`src/rtl/piso_stream_nbit_pkg.sv`:
```
// Shared definitions for the streaming PISO: shifter state encoding and
// the bit-counter width helper.
package piso_stream_nbit_pkg;

    typedef enum logic {
        ST_IDLE   = 1'b0,
        ST_ACTIVE = 1'b1
    } state_e;

    // Smallest width able to count 0..n-1, never below one bit.
    function automatic int cnt_width(input int n);
        int w;
        w = 1;
        while ((1 << w) < n) begin
            w = w + 1;
        end
        return w;
    endfunction

endpackage

```
`src/rtl/piso_hold_buf.sv`:
```
// One-word holding register with a full flag. A load and a take on the
// same edge leave the buffer full with the newly loaded word.
module piso_hold_buf #(
    parameter int N = 4
) (
    input  logic         clk,
    input  logic         rst,
    input  logic         clr_in,
    input  logic         load_in,
    input  logic         take_in,
    input  logic [N-1:0] data_in,
    output logic [N-1:0] data_out,
    output logic         full_out
);

    logic [N-1:0] data_q, data_d;
    logic         full_q, full_d;

    always_comb begin
        data_d = data_q;
        full_d = full_q;
        if (clr_in) begin
            data_d = '0;
            full_d = 1'b0;
        end else if (load_in) begin
            data_d = data_in;
            full_d = 1'b1;
        end else if (take_in) begin
            full_d = 1'b0;
        end
    end

    always_ff @(posedge clk or posedge rst) begin
        if (rst) begin
            data_q <= '0;
            full_q <= 1'b0;
        end else begin
            data_q <= data_d;
            full_q <= full_d;
        end
    end

    assign data_out = data_q;
    assign full_out = full_q;

endmodule

```
`src/rtl/piso_stream_nbit.sv`:
```
// Parallel-in/serial-out shifter with valid/ready word loading, selectable
// bit order and a one-word holding buffer for gap-free streaming.
module piso_stream_nbit
    import piso_stream_nbit_pkg::*;
#(
    parameter int   N          = 4,
    parameter bit   LSB_FIRST  = 1'b0,
    parameter logic IDLE_LEVEL = 1'b0
) (
    input  logic         clk,
    input  logic         reset_ah_in,
    input  logic         clr_in,
    input  logic         ld_valid_in,
    output logic         ld_ready_out,
    input  logic [N-1:0] d_in,
    input  logic         shift_en_in,
    output logic         q_out,
    output logic         q_valid_out,
    output logic         last_out,
    output logic         busy_out
);

    localparam int            CW       = cnt_width(N);
    localparam logic [CW-1:0] CNT_LAST = CW'(N - 1);

    state_e        state_q, state_d;
    logic [N-1:0]  sreg_q, sreg_d;
    logic [CW-1:0] cnt_q, cnt_d;

    logic [N-1:0]  hold_data;
    logic          hold_full;
    logic          hold_load;
    logic          hold_take;

    logic          act;
    logic          advance;
    logic          word_done;
    logic          accept;
    logic          direct_load;

    assign act       = (state_q == ST_ACTIVE);
    assign advance   = act && shift_en_in;
    assign word_done = advance && (cnt_q == CNT_LAST);

    // Ready depends only on the hold flag, so accept never loops back into ready.
    assign accept      = ld_valid_in && !hold_full && !clr_in;
    assign direct_load = accept && (!act || word_done);
    assign hold_load   = accept && !direct_load;
    assign hold_take   = word_done && hold_full && !clr_in;

    always_comb begin
        state_d = state_q;
        sreg_d  = sreg_q;
        cnt_d   = cnt_q;
        if (clr_in) begin
            state_d = ST_IDLE;
            sreg_d  = '0;
            cnt_d   = '0;
        end else if (direct_load) begin
            state_d = ST_ACTIVE;
            sreg_d  = d_in;
            cnt_d   = '0;
        end else if (word_done) begin
            cnt_d = '0;
            if (hold_full) begin
                sreg_d = hold_data;
            end else begin
                state_d = ST_IDLE;
            end
        end else if (advance) begin
            cnt_d = cnt_q + CW'(1);
            if (LSB_FIRST) begin
                sreg_d = sreg_q >> 1;
            end else begin
                sreg_d = sreg_q << 1;
            end
        end
    end

    always_ff @(posedge clk or posedge reset_ah_in) begin
        if (reset_ah_in) begin
            state_q <= ST_IDLE;
            sreg_q  <= '0;
            cnt_q   <= '0;
        end else begin
            state_q <= state_d;
            sreg_q  <= sreg_d;
            cnt_q   <= cnt_d;
        end
    end

    piso_hold_buf #(
        .N(N)
    ) u_hold (
        .clk      (clk),
        .rst      (reset_ah_in),
        .clr_in   (clr_in),
        .load_in  (hold_load),
        .take_in  (hold_take),
        .data_in  (d_in),
        .data_out (hold_data),
        .full_out (hold_full)
    );

    assign ld_ready_out = !hold_full;
    assign q_valid_out  = act;
    assign last_out     = act && (cnt_q == CNT_LAST);
    assign busy_out     = act || hold_full;
    assign q_out        = act ? (LSB_FIRST ? sreg_q[0] : sreg_q[N-1]) : IDLE_LEVEL;

endmodule

```
`config.mk`:
```
export PLATFORM = sky130hd
export DESIGN_NAME = piso_stream_nbit
export DESIGN_NICKNAME = d
export VERILOG_FILES = /design/src/rtl/piso_stream_nbit_pkg.sv /design/src/rtl/piso_hold_buf.sv /design/src/rtl/piso_stream_nbit.sv
export SDC_FILE = /design/constraint.sdc
export NUM_CORES = 1
export LEC_CHECK = 0
export ABC_CLOCK_PERIOD_IN_PS = 2200
export CAP_MARGIN = 10
export CELL_PAD_IN_SITES_DETAIL_PLACEMENT = 0
export CELL_PAD_IN_SITES_GLOBAL_PLACEMENT = 2
export CORE_UTILIZATION = 30
export DETAILED_ROUTE_END_ITERATION = 8
export GPL_TIMING_DRIVEN = 1
export PLACE_DENSITY_LB_ADDON = 0.1
export SYNTH_ARGS = -nofsm -noshare
export SYNTH_HDL_FRONTEND = slang
export SYNTH_SLANG_ARGS = --single-unit
```
`constraint.sdc`:
```
create_clock -name clk -period 2.2 [get_ports clk]
set_input_delay 0.44 -clock clk [delete_from_list [all_inputs] [get_ports clk]]
set_output_delay 0.44 -clock clk [all_outputs]
set_load 0.05 [all_outputs]
```
# Word level (Yosys, flattened, before mapping)
# Cells that the tools add are included.
word_totals:
  ff_bits: 12
  inputBits: 9
  output_inout_bits: 5
  word_cells: 49
classes:
  addsub: 1
  eq_ne: 3
  mux: 19
  reduce_logical: 21
ops:
  columns: ["cell", "n"]
  rows:
  - ["$mux 4", 7]
  - ["$logic_and 1x1->1", 9]
  - ["$mux 1", 8]
  - ["$mux 2", 4]
  - ["$reduce_bool 3->1", 2]
  - ["$logic_not 1->1", 4]
  - ["$ne 4x2->1 const B", 1]
  - ["$reduce_and 2->1", 2]
  - ["$reduce_bool 4->1", 1]
  - ["$ne 3x3->1 const B", 1]
  - ["$add 2x1->2 const B", 1]
  - ["$eq 2x2->1 const B", 1]
  - ["$logic_or 1x1->1", 2]
  - ["$reduce_bool 2->1", 1]

# Logic depth before layout (Yosys ltp)
# Gate-level depths: netlist (run 1).
logic_depth:
  word_depth: 8
  depth_mapped: 5
  mapped_depth_nobuf: 5

# Modules after synthesis
# Synthesis (run 1) repeated with hierarchy kept, for this count alone.
hier_totals:
  cells_unflattened: 73
  hier_area_um2: 758.2
modules_own_cells:
  columns: ["mod", "instances", "cells_per_inst", "area_per_inst_um2", "seq_area_each_um2"]
  rows:
  - ["piso_stream_nbit", 1, 55, 548.0, 175.2]
  - ["piso_hold_buf", 1, 18, 210.2, 125.1]

# Worst setup path before layout (run 1)
# Ideal clock, no wire load.
synth_path:
  kind: "reg2out"
  start: "register state_q (netlist: q_valid_out)"
  end: "output port q_out"
  t_arrival_ns: 1.398
  t_required_ns: 1.760
  slack_ns: 0.362
  path_stages_with_launch: 3
  n_path_buf: 1
  cell_sequence: "dfrtp_1 clkbuf_1 and2_1"
synth_between:
  elab_chain_cells: 1
synth_lines:
  columns: ["element", "line_no", "text"]
  rows:
  - ["from (decl)", "piso_stream_nbit.sv:26", "state_e state_q, state_d;"]
  - ["from (signal assigned)", "piso_stream_nbit.sv:86", "state_q <= state_d;"]
  - ["$mux 1", "piso_stream_nbit.sv:109", "assign q_out = act ? (LSB_FIRST ? sreg_q[0] : sreg_q[N-1]) : IDLE_LEVEL;"]
  - ["to (decl)", "piso_stream_nbit.sv:17", "output logic q_out,"]
# Every way passes these cells.

# Worst setup path after layout (run 1)
layout_path:
  start: "register u_hold.full_q (netlist: u_hold.full_out)"
  end: "output port ld_ready_out"
layout_between:
  elab_chain_cells: 1
layout_lines:
  columns: ["element", "line_no", "text"]
  rows:
  - ["from (decl)", "piso_hold_buf.sv:17", "logic full_q, full_d;"]
  - ["from (signal assigned)", "piso_hold_buf.sv:39", "full_q <= full_d;"]
  - ["$logic_not 1->1", "piso_stream_nbit.sv:105", "assign ld_ready_out = !hold_full;"]
  - ["to (decl)", "piso_stream_nbit.sv:14", "output logic ld_ready_out,"]
# Every way passes these cells.

==> impl_metrics.json, run 1 <==
{
  "outcome": "finished, final reports clean",
  "syn_area_um2": 699,
  "start_kind": "register",
  "cts_setup_buffers": 0,
  "diodes": 0,
  "drive_gt1_share_pct": 22.0,
  "worst_pin_slew_ps": 499,
  "wl_um": 1560,
  "peakVddDrop_uv": 265,
  "clock_latency_ps": 270,
  "grt_pass1_vias": 558,
  "nets": 103,
  "required_ps": 1760,
  "clk_path_buf_depth": 2,
  "root_buffer": "clkbuf_4",
  "syn_nets": 82,
  "cap_violations": 0,
  "yosys_warnings": 0,
  "setup_violations": 0,
  "grt_use_total_pct": 14.1,
  "wl_per_cell_um": 13.1,
  "rsz0062_at_grt": "false",
  "fp.dieW_um": 50.3,
  "core-area_um2": 2210,
  "overflow": 0,
  "synthCells": 72,
  "grt_max_degree": 14,
  "grt_pass1_wl_um": 2570,
  "avgViaCountPerCell": 4.92,
  "slew_headroom_pct": 66.7,
  "pin_count": 14,
  "finalCritPeriodShare_pct": 93.0,
  "worstSetupEndpointType": "primary output",
  "firstDrtPassIters": 4,
  "cp_slowest_cell": "clkdlybuf4s50_1",
  "routabilityCongestion": 0.681,
  "tritoncts": "yes",
  "yosysSeqAreaShare_pct": 42.9,
  "crit_path_cell_trace": "inv_1, clkdlybuf4s50_1",
  "dp_hpwl_um": 1100,
  "layout.cells.non_filler": 119,
  "numClockSinks": 12,
  "antenna_found_initial": 0,
  "port_buffers": 13,
  "power.density_nw_per_um2": 539,
  "final.setup.tns_ps": 0,
  "die_area_um2": 2530,
  "rows": 17,
  "cts-htree-levels": 1,
  "ys.flop_type": "dfrtp_1",
  "drt_iter0_drc": 4,
  "start_util_pct": 31.6,
  "path_max_fanout": 7,
  "fill_cells": 240,
  "final_design_area_no_fill_um2": 911,
  "synth_cell_types": 28,
  "worstHoldPathType": "in2async",
  "arrival_ps": 1610,
  "drcViolationCount": 0,
  "finalHoldViolCount": 0,
  "drv_slew": 0,
  "area.growth.synth_to_final_pct": 30.2,
  "placed_area_um2": 886,
  "drtAntennaViolNets": 0,
  "leakage_nw": 0.427,
  "die_y_um": 50.3,
  "synth-async-reset-ratio_pct": 100,
  "critPathKind": "reg2out",
  "fmax_mhz": 489,
  "synth_edf_count": 0,
  "cts_resized": 0,
  "numCtsBuffers": 3,
  "syn-mean-instance-area_um2": 9.71,
  "max_stage_delay_ps": 800,
  "via_count": 585,
  "dp_cells": 116,
  "ctsHoldBuffers": 0,
  "finalClockSkew_ps": 1.44,
  "synth-seq-cells": 12,
  "clk_pin_slew_worst_paths_ps": 70,
  "period_needed_ps": 2050
}
==> worst paths after layout <==
path | start | to | slack, ps | cells after the start
hold reg to reg | sreg_q[0] | sreg_q[0] | 530 | 2
setup / recovery | u_hold.full_out | ld_ready_out | 150 | 2
hold / removal | reset_ah_in | u_hold.full_out | 490 | 2
max in group asynchronous | reset_ah_in | sreg_q[3] | 1380 | 2
setup reg to reg | cnt_q[0] | sreg_q[3] | 490 | 6
min in group clk | sreg_q[0] | sreg_q[0] | 530 | 2
==> per-layer routing <==
layer | track usage (%) | vias to the layer above | part of all wire, %
met5 | 0 | - | 0
met4 | 8.57 | 0 | 1.7
met3 | 2.12 | 4 | 3.4
met2 | 22.0 | 15 | 49
met1 | 18.2 | 272 | 46
li1 | - | 294 | -
==> kinds of logic after synthesis <==
group	Yosys count	synth area share, %
compound gates	17	17.0
flops	12	42.9
simple gates	29	23.4
mux	7	10.6
fa+ha+maj	1	1.79
buf+inv	6	4.29
==> power by group <==
part	internal, W	leakage, nW	switching, W	total, W
Sequential	0.000231	0.164	0.00000649	0.000238
Clock	0.0000633	0.0138	0.0000698	0.000133
Combinational	0.0000542	0.250	0.0000662	0.000120
Total	0.000348	0.427	0.000142	0.000491
==> cell usage after synthesis (2+ instances only) <==
| master | instances | area [um2] |
|---|---|---|
| mux2_2 | 3 | 33.8 |
| o21ai_0 | 3 | 15.0 |
| clkbuf_1 | 2 | 7.51 |
| a21oi_1 | 4 | 20.0 |
| mux2i_1 | 4 | 40.0 |
| nand2b_1 | 3 | 18.8 |
| dfrtp_1 | 12 | 300 |
| nor3_1 | 4 | 20.0 |
| and2_1 | 2 | 12.5 |
| nand2_1 | 6 | 22.5 |
| a211o_1 | 3 | 26.3 |
| a21oi_2 | 3 | 26.3 |
| inv_1 | 3 | 11.3 |
| nor2b_1 | 4 | 25.0 |
| nor2_1 | 2 | 7.51 |
| nand3b_1 | 2 | 15.0 |
==> metrics by stage <==
step | utilization [%] | power (W) | hold slack, ps | setup slack, ps
6_report | 41.2 | 0.000491 | 488 | 153
5_1_grt | 41.2 | 0.000518 | 525 | 93.9
4_1_cts | 41.1 | 0.000500 | 507 | 34.3
3_5_place_dp | 40.0 | 0.000363 | 513 | 84.7
3_3_place_gp | 40.0 | 0.000364 | 504 | 91.9
2_1_floorplan | - | 0.000315 | 305 | 362
==> cell usage in the layout (no fill, tap or decap), types with 2 or more instances in the layout <==
cell type / n
a211o_1: 3
a21oi_1: 4
a21oi_2: 3
and2_1: 2
buf_4: 8
clkbuf_4: 3
clkdlybuf4s50_1: 10
dfrtp_1: 12
inv_1: 3
mux2_2: 3
mux2i_1: 4
nand2_1: 6
nand2b_1: 3
nand3b_1: 2
nor2_1: 2
nor2b_1: 4
nor3_1: 4
o21ai_0: 3
==> flip-flops by register name, summed over array words and instances (netlist names) <==
signal	cells
cnt_q	2
q_valid_out	1
sreg_q	4
u_hold.data_out	4
u_hold.full_out	1
==> cell type report <==
cell class | count | area [um2] | area share, %
Sequential cell | 12 | 300 | 33.0
Timing Repair Buffer | 19 | 173 | 19.0
Inverter | 3 | 11.3 | 1.24
Tap cell | 28 | 35.0 | 3.85
Clock buffer | 3 | 22.5 | 2.47
Multi-Input combinational cell | 54 | 369 | 40.5
==> worst max-delay path: cells and delay by family, from the launching register on <==
family,cells,cell delay (ps)
buffers and inverters,2,900
DFF,1,440
Note: power is estimated with default switching activity, not from simulation.
==> run 2: changes to the inputs <==
- RECOVER_POWER: unset -> 25
==> impl_metrics.json, run 2 (same netlist as run 1, synthesis figures left out) <==
{
  "period_needed_ps": 2050,
  "finalCritPeriodShare_pct": 93.0,
  "finalHoldViolCount": 0,
  "dp_cells": 116,
  "port_buffers": 13,
  "rows": 17,
  "layout_common_cells": "12 x dfrtp_1, 9 x clkdlybuf4s50_1, 8 x buf_4",
  "worst_pin_slew_ps": 499,
  "rsz0062_at_grt": "false",
  "fmax_mhz": 489,
  "drt_iter0_drc": 4,
  "die_y_um": 50.3,
  "cp_num_cells": 2,
  "cpLargestDelayFamily": "buffers and inverters",
  "required_ps": 1760,
  "peakVddDrop_uv": 265,
  "dp_hpwl_um": 1100,
  "max_stage_delay_ps": 800,
  "mostFrequentLayoutCell": "dfrtp_1",
  "fp.dieW_um": 50.3,
  "die_area_um2": 2530,
  "drcViolationCount": 0,
  "clock_latency_ps": 270,
  "critPathBufInv": 2,
  "drv_slew": 0,
  "worstHoldPathType": "reg2reg",
  "grt_pass1_wl_um": 2570,
  "wl_per_cell_um": 13.1,
  "cts-htree-levels": 1,
  "via_count": 585,
  "clk_path_buf_depth": 2,
  "core-area_um2": 2210,
  "area.growth.synth_to_final_pct": 30.2,
  "avgViaCountPerCell": 4.92,
  "diodes": 0,
  "routabilityCongestion": 0.681,
  "worstSetupEndpointType": "primary output",
  "hold_path_startpoint": "sreg_q[0]",
  "numCtsBuffers": 3,
  "numClockSinks": 12,
  "start_util_pct": 31.6,
  "root_buffer": "clkbuf_4",
  "finalClockSkew_ps": 1.44,
  "grt_use_total_pct": 14.1,
  "setup_violations": 0,
  "ff2ff_path_depth": 6,
  "cp_slowest_cell": "clkdlybuf4s50_1",
  "wl_um": 1560,
  "grt_max_degree": 14,
  "min_path_cells": 2,
  "slew_headroom_pct": 66.7,
  "crit_path_cell_trace": "inv_1, clkdlybuf4s50_1",
  "power.density_nw_per_um2": 539,
  "grt_pass1_vias": 558,
  "r2r_start": "cnt_q[0]",
  "firstDrtPassIters": 4,
  "arrival_ps": 1610,
  "final.setup.tns_ps": 0,
  "drtAntennaViolNets": 0,
  "drive_gt1_share_pct": 22.0,
  "tritoncts": "yes",
  "cp-startpoint": "u_hold.full_out",
  "holdWs_ps": 528,
  "clk_pin_slew_worst_paths_ps": 70,
  "start_kind": "register",
  "path_max_fanout": 7,
  "nets": 103,
  "cap_violations": 0,
  "pin_count": 14,
  "critPathKind": "reg2out",
  "layout.cells.non_filler": 119,
  "overflow": 0,
  "leakage_nw": 0.427,
  "outcome": "finished, final reports clean",
  "antenna_found_initial": 0
}
[run 2: cell type report]
type	instances	area, um2
clock buffers	3	22.5
fillers	240	1300
inverters	3	11.3
multi-input cells	54	369
flip-flops and latches	12	300
well taps	28	35.0
repair buffers	19	173
[run 2: power breakdown]
| group | internal, W | switching [W] | leakage, nW | total [W] |
|---|---|---|---|---|
| Clock | 0.0000633 | 0.0000698 | 0.0138 | 0.000133 |
| Sequential | 0.000231 | 0.00000649 | 0.164 | 0.000238 |
| Combinational | 0.0000538 | 0.0000662 | 0.250 | 0.000120 |
| Total | 0.000348 | 0.000142 | 0.427 | 0.000491 |
[run 2: final timing paths]
path	endpoint	slack [ps]
setup / recovery	ld_ready_out	150
hold / removal	sreg_q[0]	530
setup reg to reg	sreg_q[3]	490
hold reg to reg	sreg_q[0]	530
max in group asynchronous	sreg_q[3]	1240
min in group asynchronous	u_hold.full_out	630
[run 2: routing by layer]
layer	share of wire [%]	track usage, %	vias up
met2	49	22.0	15
met3	3.4	2.12	4
met4	1.7	8.57	0
li1	-	-	294
met1	46	18.2	272
met5	0	0	-
[run 2: tightest hold or removal path: stages (launching register included)]
cell and delay [ps]:
dfrtp_1 360, nand3b_1 80, o41ai_1 60
[run 2: through the flow]
step	util (%)	setup WS, ps	area [um2]	power (W)
after CTS	41.1	34.3	908	0.000500
final	41.2	153	911	0.000491
after global placement	40.0	91.9	886	0.000364
after detailed placement	40.0	84.7	886	0.000363
after global routing	41.2	93.9	911	0.000517
after floorplan	-	362	699	0.000315
[run 2: what timing repair did]
action / 4_1_cts / 5_1_grt
hold buffers: 0 / 0
buffers inserted: 0 / 0
gates resized for setup: 0 / 1
setup endpoints to repair: 0 / 1
==> run 3: changes to the inputs <==
- CTS_CLUSTER_SIZE: unset -> 25
==> results of run 3 <==
The final DEF is identical to that of run 2; final timing and power are the same.
